## config.mk

```make
export PLATFORM = sky130hd
export DESIGN_NAME = alu_exec_unit
export DESIGN_NICKNAME = d
export VERILOG_FILES = /design/src/rtl/alu_pkg.sv /design/src/rtl/alu_shift_unit.sv /design/src/rtl/alu_exec_unit.sv
export SDC_FILE = /design/constraint.sdc
export NUM_CORES = 1
export LEC_CHECK = 0
export BUFFER_PORTS_ARGS = -buffer_cell sky130_fd_sc_hd__buf_4
export CAP_MARGIN = 15
export CORE_MARGIN = 5
export CORE_UTILIZATION = 45
export DETAILED_ROUTE_END_ITERATION = 10
export SLEW_MARGIN = 20
export SYNTH_ARGS = -nofsm -noshare
export SYNTH_HDL_FRONTEND = slang
export SYNTH_HIERARCHICAL = 1
export SYNTH_SLANG_ARGS = --single-unit
```

## constraint.sdc

```tcl
create_clock -name clk -period 4.1 [get_ports clk]
set_input_delay 0.82 -clock clk [delete_from_list [all_inputs] [get_ports clk]]
set_output_delay 0.82 -clock clk [all_outputs]
set_load 0.1 [all_outputs]
```

## src/rtl/alu_pkg.sv

```systemverilog
// Shared ALU opcodes, execution FSM encoding and opcode helpers for the 24-bit core.
// Imported by alu_exec_unit, alu_shift_unit and alu_control.
package alu_pkg;

    localparam logic [3:0] ALU_AND  = 4'b0000;
    localparam logic [3:0] ALU_OR   = 4'b0001;
    localparam logic [3:0] ALU_XOR  = 4'b0010;
    localparam logic [3:0] ALU_NOR  = 4'b0011;
    localparam logic [3:0] ALU_ADD  = 4'b0100;
    localparam logic [3:0] ALU_SUB  = 4'b0101;
    localparam logic [3:0] ALU_SRLV = 4'b0110;
    localparam logic [3:0] ALU_SLT  = 4'b0111;
    localparam logic [3:0] ALU_BEQ  = 4'b1000;
    localparam logic [3:0] ALU_BNEQ = 4'b1001;
    localparam logic [3:0] ALU_SRL  = 4'b1110;
    localparam logic [3:0] ALU_SLL  = 4'b1111;

    typedef enum logic [1:0] {
        ST_IDLE  = 2'd0,
        ST_SHIFT = 2'd1,
        ST_DONE  = 2'd2
    } alu_state_e;

    function automatic logic is_shift(input logic [3:0] code);
        return (code == ALU_SRLV) || (code == ALU_SRL) || (code == ALU_SLL);
    endfunction

    function automatic logic is_left_shift(input logic [3:0] code);
        return code == ALU_SLL;
    endfunction

endpackage

```

## src/rtl/alu_shift_unit.sv

```systemverilog
// Shifter for SRL/SLL: iterative 1 bit/cycle by default, or a single-cycle
// barrel shifter when ALU_BARREL_SHIFT_EN is defined.
module alu_shift_unit
    import alu_pkg::*;
#(
    parameter int WIDTH   = 24,
    parameter int SHAMT_W = 5
) (
    input  logic               clk,
    input  logic               reset,
    input  logic               start,
    input  logic               shift_left,
    input  logic               step,
    input  logic [WIDTH-1:0]   a,
    input  logic [SHAMT_W-1:0] shamt,
    output logic               need_iter,
    output logic               last,
    output logic [WIDTH-1:0]   imm_result,
    output logic [WIDTH-1:0]   next_result
);

`ifdef ALU_BARREL_SHIFT_EN

    // Whole shift resolves at the accept edge; shifting by >= WIDTH yields 0.
    always_comb begin
        need_iter   = 1'b0;
        last        = 1'b0;
        next_result = '0;
        imm_result  = shift_left ? (a << shamt) : (a >> shamt);
    end

`else

    localparam int CNT_W = $clog2(WIDTH + 1);

    logic [WIDTH-1:0] work_q, work_d;
    logic [CNT_W-1:0] cnt_q, cnt_d;
    logic             left_q, left_d;
    logic [CNT_W-1:0] k_eff;

    // Saturate the amount at WIDTH so oversized shifts clear the word.
    always_comb begin
        if (32'(shamt) >= 32'(WIDTH)) begin
            k_eff = CNT_W'(WIDTH);
        end else begin
            k_eff = CNT_W'(shamt);
        end
    end

    always_comb begin
        need_iter   = (k_eff != '0);
        imm_result  = a;
        last        = (cnt_q == CNT_W'(1));
        next_result = left_q ? {work_q[WIDTH-2:0], 1'b0} : {1'b0, work_q[WIDTH-1:1]};
    end

    always_comb begin
        work_d = work_q;
        cnt_d  = cnt_q;
        left_d = left_q;
        if (start) begin
            work_d = a;
            cnt_d  = k_eff;
            left_d = shift_left;
        end else if (step && (cnt_q != '0)) begin
            work_d = next_result;
            cnt_d  = cnt_q - CNT_W'(1);
        end
    end

    always_ff @(posedge clk) begin
        if (reset) begin
            work_q <= '0;
            cnt_q  <= '0;
            left_q <= 1'b0;
        end else begin
            work_q <= work_d;
            cnt_q  <= cnt_d;
            left_q <= left_d;
        end
    end

`endif

endmodule

```

## src/rtl/alu_exec_unit.sv

```systemverilog
// ALU execution unit: valid/ready in, registered result bundle out.
// Build option ALU_BARREL_SHIFT_EN makes shifts single-cycle (handled in alu_shift_unit).
module alu_exec_unit
    import alu_pkg::*;
#(
    parameter int WIDTH   = 24,
    parameter int SHAMT_W = 5
) (
    input  logic             clk,
    input  logic             reset,
    input  logic             in_valid,
    output logic             in_ready,
    input  logic [3:0]       alu_cnt,
    input  logic [WIDTH-1:0] a,
    input  logic [WIDTH-1:0] b,
    output logic             out_valid,
    input  logic             out_ready,
    output logic [WIDTH-1:0] result,
    output logic             zero,
    output logic             branch_taken,
    output logic             illegal
);

    alu_state_e       state_q, state_d;
    logic [WIDTH-1:0] result_q, result_d;
    logic             zero_q, zero_d;
    logic             branch_q, branch_d;
    logic             illegal_q, illegal_d;

    logic             accept;
    logic             op_is_shift;
    logic [WIDTH-1:0] diff;
    logic [WIDTH-1:0] alu_res;
    logic             alu_branch;
    logic             alu_illegal;

    logic             sh_start;
    logic             sh_step;
    logic             sh_need_iter;
    logic             sh_last;
    logic [WIDTH-1:0] sh_imm_result;
    logic [WIDTH-1:0] sh_next_result;

    logic             load;
    logic [WIDTH-1:0] load_res;
    logic             load_branch;
    logic             load_illegal;

    assign op_is_shift = is_shift(alu_cnt);
    assign accept      = in_valid && in_ready;
    assign sh_start    = accept && op_is_shift;
    assign sh_step     = (state_q == ST_SHIFT);

    alu_shift_unit #(
        .WIDTH   (WIDTH),
        .SHAMT_W (SHAMT_W)
    ) u_shift (
        .clk         (clk),
        .reset       (reset),
        .start       (sh_start),
        .shift_left  (is_left_shift(alu_cnt)),
        .step        (sh_step),
        .a           (a),
        .shamt       (b[SHAMT_W-1:0]),
        .need_iter   (sh_need_iter),
        .last        (sh_last),
        .imm_result  (sh_imm_result),
        .next_result (sh_next_result)
    );

    // Single-cycle ops; shift codes are listed so they do not fall into illegal.
    always_comb begin
        diff        = a - b;
        alu_res     = '0;
        alu_branch  = 1'b0;
        alu_illegal = 1'b0;
        case (alu_cnt)
            ALU_AND:  alu_res = a & b;
            ALU_OR:   alu_res = a | b;
            ALU_XOR:  alu_res = a ^ b;
            ALU_NOR:  alu_res = ~(a | b);
            ALU_ADD:  alu_res = a + b;
            ALU_SUB:  alu_res = diff;
            ALU_SLT:  alu_res = {{(WIDTH-1){1'b0}}, ($signed(a) < $signed(b))};
            ALU_BEQ: begin
                alu_res    = diff;
                alu_branch = (diff == '0);
            end
            ALU_BNEQ: begin
                alu_res    = diff;
                alu_branch = (diff != '0);
            end
            ALU_SRLV, ALU_SRL, ALU_SLL: alu_res = '0;
            default:  alu_illegal = 1'b1;
        endcase
    end

    always_ff @(posedge clk) begin
        if (reset) begin
            state_q   <= ST_IDLE;
            result_q  <= '0;
            zero_q    <= 1'b0;
            branch_q  <= 1'b0;
            illegal_q <= 1'b0;
        end else begin
            state_q   <= state_d;
            result_q  <= result_d;
            zero_q    <= zero_d;
            branch_q  <= branch_d;
            illegal_q <= illegal_d;
        end
    end

    always_comb begin
        state_d = state_q;
        case (state_q)
            ST_IDLE: begin
                if (accept) begin
                    state_d = (op_is_shift && sh_need_iter) ? ST_SHIFT : ST_DONE;
                end
            end
            ST_SHIFT: begin
                if (sh_last) begin
                    state_d = ST_DONE;
                end
            end
            ST_DONE: begin
                if (out_ready) begin
                    state_d = ST_IDLE;
                end
            end
            default: state_d = ST_IDLE;
        endcase
    end

    // The bundle is captured once: at accept for one-cycle ops, on the last shift step otherwise.
    always_comb begin
        load         = 1'b0;
        load_res     = '0;
        load_branch  = 1'b0;
        load_illegal = 1'b0;
        if ((state_q == ST_IDLE) && accept) begin
            if (op_is_shift) begin
                load     = !sh_need_iter;
                load_res = sh_imm_result;
            end else begin
                load         = 1'b1;
                load_res     = alu_res;
                load_branch  = alu_branch;
                load_illegal = alu_illegal;
            end
        end else if ((state_q == ST_SHIFT) && sh_last) begin
            load     = 1'b1;
            load_res = sh_next_result;
        end

        result_d  = result_q;
        zero_d    = zero_q;
        branch_d  = branch_q;
        illegal_d = illegal_q;
        if (load) begin
            result_d  = load_res;
            zero_d    = (load_res == '0);
            branch_d  = load_branch;
            illegal_d = load_illegal;
        end
    end

    always_comb begin
        in_ready     = (state_q == ST_IDLE) && !reset;
        out_valid    = (state_q == ST_DONE);
        result       = result_q;
        zero         = zero_q;
        branch_taken = branch_q;
        illegal      = illegal_q;
    end

endmodule

```

==> summary.md <==
| Metric | Value |
|---|---|
| Syn Area/Cell | `7.15 um2` |
| Buf/Inv on CP | `4` |
| F_max | `258 MHz` |
| CP max stage delay | `440 ps` |
| Core Rows | `50` |
| Final period util | `0.945` |
| Worst r2r src | `u_shift/cnt_q[1]` |
| CTS root buffer | `clkbuf_16` |
| Final Util | `0.538` |
| Area leader, netlist | `dfxtp_1` |
| Detail Route Antenna Nets | `0` |
| Worst slew margin relative to its limit | `0.275` |
| Data required time at the worst endpoint | `4370 ps` |
| Peak VDD IR | `0.000172 V` |
| Grt ovf | `0` |
| Area growth from synthesis to layout | `17.8%` |
| Inserted Diodes | `0` |
| Final setup fails | `0` |
| Worst path cell trace | `buf_4 -> inv_1 -> ha_1 -> a21o_1 -> nand4_1 -> a211oi_1 -> or2_2 -> a31oi_1 -> buf_4 -> o21a_1 -> o32ai_1 -> buf_4 -> nand4_1 -> nor4_1 -> a32o_2` |
| Crit end category | `flop` |
| Net count after synthesis | `1331` |
| Die Y | `148 um` |
| Endpoint, Worst Hold | `result[20]` |
| Crit path DAT | `4150 ps` |
| Register Area | `1180 um2` |
| Number of synthesized flops with an enable pin | `0` |
| Share of layout cells above drive strength 1 | `0.220` |
| TritonCTS sink count | `59` |
| Worst slew pin tran | `1070 ps` |
| Placed Area | `9760 um2` |
| Worst hold path class | `flop to flop` |
| Power per cell area | `254 nW/um2` |
| CP max-delay cell | `a211oi_1` |
| Asr flop ratio synth | `0` |
| Initial Util | `0.457` |
| Sequential cell area fraction in the yosys report | `0.138` |
| Deepest level of the CTS H-tree | `3` |
| DRC Markers | `0` |
| Final WL | `33500 um` |
| Reg2Reg Depth | `12` |
| DRT Pass-1 Iters | `9` |
| Outcome | `finished, final reports clean` |
| Family with the most delay on the worst path | `compound AO/OA/AOI/OAI gates` |
| Period minus WS final | `3870 ps` |
| Setup Buffers After CTS | `0` |
| Setup CP Type | `input port to flop` |
| Mapped Area | `8550 um2` |
| Fin. Hold Viols | `0` |
| Die Wd | `148 um` |
| Clock buffer depth | `2` |
| Largest net degree at the start of global routing | `63` |
| Final instance area | `10100 um2` |
| CP dominant cell by count | `buf_4` |
| CTS tree | `done` |
| GRT met1 Usage | `0.439` |
| First-pass GRT wire length | `51400 um` |
| Flops & latches, synth | `59` |
| Post-synth top area share | `0.138` |
| RSZ-0062 raised after global routing | `no` |
| Ys Warns | `6` |
| Max_cap viols | `0` |
| Hold Path Depth | `2` |
| Worst-Skew Late Latency | `320 ps` |
| R2r endpoint | `zero` |
| Clock skew | `7.80 ps` |
| Met3 Use GR | `0.0530` |
| IO Port Bufs | `84` |
| Power, Total | `2.55 mW` |
| Starting DRC count in detailed routing | `1225` |
| Post-DP HPWL | `26600 um` |
| Vias in the first global route | `8928` |
| Lkg Pwr | `4.27 nW` |
| Clock transition at the registers of the reported paths | `50 ps` |
| Total track usage | `0.295` |
| Ys flop type | `dfxtp_1` |
| Critical path peak fanout | `7` |
| Initial antenna violation count | `0` |
| Nets | `1429` |
| Die area | `21800 um2` |
| HP Start | `result[20]` |
| Fill cells | `1865` |
| # IOs | `85` |
| Final Max Slew Viols | `0` |
| Multi-input gate area | `6500 um2` |
| Crit start category | `input port` |
| Netlist cell types | `93` |
| M2 GR Usage | `0.434` |
| Cells after synthesis | `1196` |
| Vias per inst | `6.40` |
| Cts hold-fix bufs | `0` |
| TritonCTS buffer count | `9` |
| R2R setup slack | `770 ps` |
| Leading post-synthesis cells by cell area | `dfxtp_1 (14%), ha_1 (11%), nand2_1 (4.8%), nor2_1 (4.3%), o21ai_0 (4.0%)` |
| Drt wl/cell | `21.9 um` |
| DR vias | `9798` |
| GRT Max-Usage Layer | `met1` |
| Final GP Congestion | `1.07` |
| Core area | `18700 um2` |
[worst register-to-register path, stage by stage, from the launching register on]
cell      delay [ps]
dfxtp_1          320
inv_1             80
ha_1             140
nor4b_1          610
nand2_1          220
a22oi_1          190
o31ai_1           90
a311oi_1         400
nand4_1          160
nor4_1           380
nand4_1          160
nor4_1           330
a32o_2           210
[kinds of logic (layout without fill, tap and decap cells)]
| kind of cell | count (synthesis) | in the layout | synth area share |
|---|---|---|---|
| buf+inv | 193 | 295 | 0.105 |
| simple gates | 430 | 430 | 0.255 |
| mux | 36 | 36 | 0.0466 |
| xor+xnor | 16 | 16 | 0.0164 |
| compound gates | 383 | 383 | 0.322 |
| flops | 59 | 59 | 0.138 |
| fa+ha+maj | 79 | 79 | 0.117 |
[per-layer routing]
| metal | routed length [um] | vias to the layer above |
|---|---|---|
| met5 | 0 | - |
| met4 | 779 | 0 |
| met3 | 3690 | 50 |
| met2 | 14000 | 556 |
| met1 | 15100 | 4577 |
| li1 | - | 4615 |
[registers in the layout, indices dropped and copies added, names as in the netlist]
register        flops
result             24
u_shift/work_q     24
u_shift/cnt_q       5
state_q             2
branch_taken        1
illegal             1
u_shift/left_q      1
zero                1
[cells in the final DEF, fill, tap and decap left out, types with 10 or more instances in the layout]
cell type	count
o21a_1	13
buf_4	197
a31oi_1	19
nand2_1	109
nand3_1	46
o211ai_1	22
nor3_1	29
a211oi_1	34
or2_2	12
o31ai_1	12
nand2b_1	10
inv_1	79
xnor2_1	13
nor2_1	98
a21o_1	15
a21oi_1	66
a22oi_1	12
dfxtp_1	59
nand4_1	35
o221ai_1	29
and2_1	11
ha_1	77
nor2b_1	17
o21ai_0	68
mux2_2	25
[worst max path at each step]
stage	start	endpoint	slack, ps	cells past startpoint
global route	a[0]	zero	40	15
detailed placement	a[0]	branch_taken	-400	15
finish	a[1]	zero	230	15
global placement	a[0]	branch_taken	-370	15
CTS	a[0]	branch_taken	20	15
floorplan	reset	zero	400	11
[synth_stat cells, drive strengths merged, types with 13 or more instances]
master  number
nor2       100
or2         13
inv         82
o21a        13
o21ai       70
clkbuf      43
nor2b       19
nor3        31
nand3       46
o221ai      29
a21o        15
ha          77
and2        13
nand2      109
a31oi       19
xnor2       13
o211ai      22
dfxtp       59
a211oi      35
a21oi       68
buf         68
o31ai       13
mux2        27
nand4       35
[per-stage QoR]
| stage | setup slack [ps] | hold slack (ps) | TNS, ps | std cells |
|---|---|---|---|---|
| finish | 226 | 459 | 0 | 1532 |
| global route | 35.6 | 469 | 0 | 1532 |
| CTS | 21.9 | 459 | 0 | 1532 |
| detailed placement | -402 | 452 | -402 | 1517 |
| global placement | -369 | 448 | -369 | 1517 |
| floorplan | 399 | 471 | 0 | 1196 |
[repair_timing]
item / CTS / global route
setup endpoints to repair: 1 / 1
endpoints found under the hold margin: 0 / 0
pin swaps: 0 / 0
resized for setup: 1 / 2
[report_power, final]
part / internal [mW] / total, mW / switching, mW
combinational: 0.449 / 1.24 / 0.792
sequential: 0.598 / 0.615 / 0.0167
clock: 0.452 / 0.696 / 0.244
total: 1.50 / 2.55 / 1.05
[final cells by class]
class,instances,share of cell area
Tap cell,234,0.0291
Inverter,82,0.0306
Timing Repair Buffer,198,0.149
Clock inverter,2,0.000995
Clock buffer,13,0.0269
Sequential cell,59,0.117
Multi-Input combinational cell,944,0.646
No activity file was read; power rests on OpenSTA's default activity.
